===== config.mk =====
export PLATFORM = sky130hd
export DESIGN_NAME = io_input_conditioner
export DESIGN_NICKNAME = d
export VERILOG_FILES = /design/src/rtl/io_pkg.sv /design/src/rtl/debounce_bit.sv /design/src/rtl/io_input_conditioner.sv
export SDC_FILE = /design/constraint.sdc
export NUM_CORES = 1
export LEC_CHECK = 0
export ABC_AREA = 1
export CORE_MARGIN = 2
export CORE_UTILIZATION = 50
export CTS_CLUSTER_SIZE = 40
export DETAILED_ROUTE_END_ITERATION = 8
export DONT_BUFFER_PORTS = 1
export PLACE_DENSITY = 0.69
export SKIP_LAST_GASP = 1
export SYNTH_ARGS = -nofsm -noshare
export SYNTH_HDL_FRONTEND = slang
export SYNTH_HIERARCHICAL = 1
export SYNTH_SLANG_ARGS = --single-unit

===== constraint.sdc =====
create_clock -name clk -period 12.2 [get_ports clk]
set_input_delay 2.44 -clock clk [delete_from_list [all_inputs] [get_ports clk]]
set_output_delay 2.44 -clock clk [all_outputs]
set_load 0.02 [all_outputs]

===== src/rtl/io_pkg.sv =====
// Shared constants and helpers for the board input conditioner.
package io_pkg;

   localparam int BTN_W            = 5;
   localparam int DIP_W            = 24;
   localparam int TICK_DIV_DEF     = 50000;
   localparam int STABLE_TICKS_DEF = 8;

   typedef logic [BTN_W-1:0] btn_vec_t;
   typedef logic [DIP_W-1:0] dip_vec_t;

   // Bits needed to hold values 0..n-1; never less than one bit.
   function automatic int clog2(input int n);
      int r;
      r = 0;
      while ((1 << r) < n) r++;
      return (r < 1) ? 1 : r;
   endfunction

endpackage


===== src/rtl/debounce_bit.sv =====
// One input bit: two-flop synchronizer, tick-sampled debounce counter,
// debounced level and one-cycle rise/fall pulses aligned with the level update.
module debounce_bit
   import io_pkg::*;
#(
   parameter int STABLE_TICKS = STABLE_TICKS_DEF
) (
   input  logic clk,
   input  logic rst,
   input  logic tick,
   input  logic raw,
   output logic level,
   output logic rise,
   output logic fall
);

   localparam int                CNT_W    = clog2(STABLE_TICKS + 1);
   localparam logic [CNT_W-1:0]  CNT_LAST = CNT_W'(STABLE_TICKS - 1);

   logic             s1;
   logic             s2;
   logic [CNT_W-1:0] cnt;

   // NOTE: every flop here is assigned with <= so all bits see pre-edge values.
   always_ff @(posedge clk) begin
      if (rst) begin
         s1    <= 1'b0;
         s2    <= 1'b0;
         cnt   <= '0;
         level <= 1'b0;
         rise  <= 1'b0;
         fall  <= 1'b0;
      end else begin
         s1   <= raw;
         s2   <= s1;
         rise <= 1'b0;
         fall <= 1'b0;
         if (tick) begin
            if (s2 == level) begin
               cnt <= '0;
            end else if (cnt == CNT_LAST) begin
               level <= s2;
               cnt   <= '0;
               rise  <= s2;
               fall  <= ~s2;
            end else begin
               cnt <= cnt + CNT_W'(1);
            end
         end
      end
   end

endmodule


===== src/rtl/io_input_conditioner.sv =====
// Debounces 5 buttons and 24 DIP switches behind a shared sample-tick prescaler.
// Optional button auto-repeat is compiled in with `define IO_INPUT_AUTOREPEAT_EN.
module io_input_conditioner
   import io_pkg::*;
#(
   parameter int TICK_DIV     = TICK_DIV_DEF,
   parameter int STABLE_TICKS = STABLE_TICKS_DEF
`ifdef IO_INPUT_AUTOREPEAT_EN
   ,
   parameter int REPEAT_DELAY = 500,
   parameter int REPEAT_RATE  = 100
`endif
) (
   input  logic             clk,
   input  logic             rst,
   input  logic [BTN_W-1:0] io_btn,
   input  logic [DIP_W-1:0] io_dip,
   output logic [BTN_W-1:0] btn_level,
   output logic [BTN_W-1:0] btn_press,
   output logic [BTN_W-1:0] btn_release,
   output logic [DIP_W-1:0] dip_level,
   output logic             dip_change,
   output logic             tick
);

   localparam int               N        = BTN_W + DIP_W;
   localparam int               DIV_W    = clog2(TICK_DIV);
   localparam logic [DIV_W-1:0] DIV_LAST = DIV_W'(TICK_DIV - 1);

   logic [DIV_W-1:0] div_cnt;
   logic [N-1:0]     raw_all;
   logic [N-1:0]     lvl_all;
   logic [N-1:0]     rise_all;
   logic [N-1:0]     fall_all;

   always_ff @(posedge clk) begin
      if (rst)                     div_cnt <= '0;
      else if (div_cnt == DIV_LAST) div_cnt <= '0;
      else                         div_cnt <= div_cnt + DIV_W'(1);
   end

   assign tick    = (div_cnt == DIV_LAST);
   assign raw_all = {io_dip, io_btn};

   for (genvar i = 0; i < N; i++) begin : g_bit
      debounce_bit #(
         .STABLE_TICKS(STABLE_TICKS)
      ) u_bit (
         .clk  (clk),
         .rst  (rst),
         .tick (tick),
         .raw  (raw_all[i]),
         .level(lvl_all[i]),
         .rise (rise_all[i]),
         .fall (fall_all[i])
      );
   end

   assign btn_level   = lvl_all[BTN_W-1:0];
   assign btn_release = fall_all[BTN_W-1:0];
   assign dip_level   = lvl_all[N-1:BTN_W];
   assign dip_change  = |(rise_all[N-1:BTN_W] | fall_all[N-1:BTN_W]);

`ifdef IO_INPUT_AUTOREPEAT_EN
   localparam int               RPT_W      = clog2(REPEAT_DELAY + 1);
   localparam logic [RPT_W-1:0] RPT_LAST   = RPT_W'(REPEAT_DELAY - 1);
   localparam logic [RPT_W-1:0] RPT_RELOAD = RPT_W'(REPEAT_DELAY - REPEAT_RATE);

   logic [BTN_W-1:0][RPT_W-1:0] rpt_cnt;
   logic [BTN_W-1:0]            rpt_pulse;

   // The edge pulses mark the cycle right after a level change, which is never a tick.
   always_ff @(posedge clk) begin
      if (rst) begin
         rpt_cnt   <= '0;
         rpt_pulse <= '0;
      end else begin
         for (int b = 0; b < BTN_W; b++) begin
            rpt_pulse[b] <= 1'b0;
            if (rise_all[b] || fall_all[b]) begin
               rpt_cnt[b] <= '0;
            end else if (tick && btn_level[b]) begin
               if (rpt_cnt[b] == RPT_LAST) begin
                  rpt_cnt[b]   <= RPT_RELOAD;
                  rpt_pulse[b] <= 1'b1;
               end else begin
                  rpt_cnt[b] <= rpt_cnt[b] + RPT_W'(1);
               end
            end
         end
      end
   end

   // A repeat landing on the releasing tick is masked by the now-low level.
   assign btn_press = rise_all[BTN_W-1:0] | (rpt_pulse & btn_level);
`else
   assign btn_press = rise_all[BTN_W-1:0];
`endif

endmodule


==> summary.md <==
| Metric | Value |
|---|---|
| Fin crit period | `~4.3 ns` |
| CTS H-tree lvls | `1` |
| Highest clock rate | `~0.23 GHz` |
| Detailed Routing Iterations Pass 1 | `5` |
| Tcrit/Tclk final | `35.4%` |
| Final Hold Viols | `0` |
| Unrepaired setup endpoints after global routing | `no` |
| Least-Margin Pin Slew | `approximately 0.65 ns` |
| Clk_skew | `about 0.011 ns` |
| PortBufs | `0` |
| First-pass GRT wire length | `roughly 40 mm` |
| Synthesized cell area | `12300 um2` |
| Row Count | `57` |
| Layer with the highest usage | `met2` |
| Global Route Usage Sum | `between 15 and 20%` |
| Antenna Nets Post-Route | `0` |
| M1 GR Usage | `between 20% and 30%` |
| Synth Warn # | `6` |
| # diodes | `0` |
| PostCTS Resize Cnt | `0` |
| I/O pin total | `roughly 70` |
| Outcome | `complete, no violations` |
| Clock latency on the worst-skew pair | `0.54 ns` |
| Most frequent cells in the layout | `nor2_1, nand2_1, dfxtp_1` |
| Die height | `161 um` |
| Critical Path End Type | `output pin` |
| Max-slew violation count | `0` |
| DIE AREA | `~26000 um2` |
| GR Util met2 | `between 30% and 40%` |
| Reg2reg setup slack | `around 8.9 ns` |
| Share of cells above drive strength 1 | `between 10% and 20%` |
| Clock Path Buffers | `3` |
| Yosys reg bits | `between 200 and 300` |
| Setup TNS | `0 ns` |
| Cell variety after synth | `26` |
| CTS root buffer | `clkbuf_16` |
| RePlAce Congestion | `0.860` |
| Die Span X | `161 um` |
| Largest net degree at the start of global routing | `148` |
| Detailed placer's ending HPWL | `15.1 mm` |
| Final WL | `22.8 mm` |
| Hold WC Path Type | `reg2reg` |
| Initial antenna violation count | `0` |
| Worst Path Required | `around 9.8 ns` |
| WL per Instance | `11.4 um` |
| Part of the Yosys area used for sequential elements | `between 40% and 50%` |
| Power Dens Cells | `around 140 nW/um2` |
| Area grow syn2layout | `11.1%` |
| Nets | `1713` |
| Clk sink count | `roughly 280` |
| Initial Utilization | `50.7%` |
| Syn Area/Cell | `roughly 7.5 um2` |
| P_leak | `between 5 and 6 nW` |
| Grt ovf | `0` |
| Area of the core | `between 20000 and 25000 um2` |
| Mapped Nets | `roughly 1700` |
| Post CTS Setup Buffer Count | `0` |
| Grt met3 use | `under 10%` |
| Slew margin rel. | `about 57%` |
| DRC violations left | `0` |
| Hold-fix buffers at CTS | `0` |
| Finish-stage setup viols | `0` |
| Most common cell after layout, fill and taps aside | `nor2_1` |
| Hold WS | `~0.4 ns` |
| Num CTS Buffers | `29` |
| Peak supply drop | `0.000123 V` |
| CP Launch Type | `flop` |
| Via count | `approximately 9900` |
| Worst-path maximum fanout | `5` |
| Worst-path clk slew | `roughly 0.06 ns` |
| DRT iter0 DRCs | `roughly 600` |
| Synth Instances | `roughly 1600` |
| Maxcap violations | `0` |
| Vias in the first global route | `9263` |
| Via/cell ratio | `4.94` |
| CTS tree | `built` |
| Kind of critical path | `reg2out` |
| Critical Path AT | `1.88 ns` |
power by group:
group	internal, mW	leakage, nW	total [mW]	switching [mW]
Clock	0.577	0.502	0.928	0.351
Sequential	0.914	2.24	0.921	0.00679
Combinational	0.00875	2.57	0.0263	0.0176
flip-flops by register name, indices dropped and copies added, names as in the netlist:
name               count
g_bit.u_bit/cnt      116
g_bit.u_bit/fall      29
g_bit.u_bit/level     29
g_bit.u_bit/rise      29
g_bit.u_bit/s1        29
g_bit.u_bit/s2        29
div_cnt               16
through the flow:
step	area (um2)	util, %	power, mW	instances	worst slack [ns]
global placement	12600	52.1	0.966	1945	8.47
CTS	13600	56.3	1.90	1998	7.84
detailed placement	12600	52.1	0.967	1945	8.42
finish	13600	56.3	1.88	1998	7.88
global route	13600	56.3	1.94	1998	7.75
floorplan	12300	-	0.962	1630	5.11
path summary, 6_finish.rpt:
kind | start | end | cells past startpoint
max reg2reg | div_cnt[0]$_SDFF_PP0_ | g_bit[3].u_bit/cnt[1]$_SDFFE_PP0P_ | 11
min reg2reg | g_bit[19].u_bit/s1$_SDFF_PP0_ | g_bit[19].u_bit/s2$_SDFF_PP0_ | 2
min | g_bit[19].u_bit/s1$_SDFF_PP0_ | g_bit[19].u_bit/s2$_SDFF_PP0_ | 2
max | div_cnt[0]$_SDFF_PP0_ | tick | 4
cell families (layout without fill, tap and decap cells):
group           after synthesis  after routing  synth area share (%)
simple gates                816            816                  30.7
xor+xnor                      4              4                 0.285
buf+inv                     260            304                  8.31
flops                       277            277                  45.1
compound gates              243            243                  12.5
fa+ha+maj                    30             30                  3.06
cells in the mapped netlist (all sizes together):
library cell,instances,area (um2)
a21oi,153,1080
and2,28,245
buf,11,86.3
dfxtp,277,5550
ha,30,375
inv,249,935
nand2,310,1250
nand3,121,751
nand4,36,225
nor2,316,1270
nor3,2,10.0
o21a,1,7.51
o21ai,89,445
or2,3,18.8
xnor2,1,8.76
xor2,3,26.3
cell type report:
class                   instances  area [um2]
repair buffers                  2        15.0
clock buffers                  41         831
well taps                     324         405
flip-flops and latches        277        5550
multi-input cells            1093        5730
clock inverters                12         188
fillers                      2217       10600
inverters                     249         935
per-layer routing:
metal  up-vias  routed length [um]
li1       5228                   -
met1      4456               10700
met2       143               10700
met3        36                1100
met4         0                 421
met5         -                   0
worst max-delay path, cell delays in order (launching register included):
cell and delay, ns:
dfxtp_1 0.38, ha_1 0.20, nand3_1 0.17, or2_2 0.35
nor2_4 0.25
(Power assumes the default switching activity.)
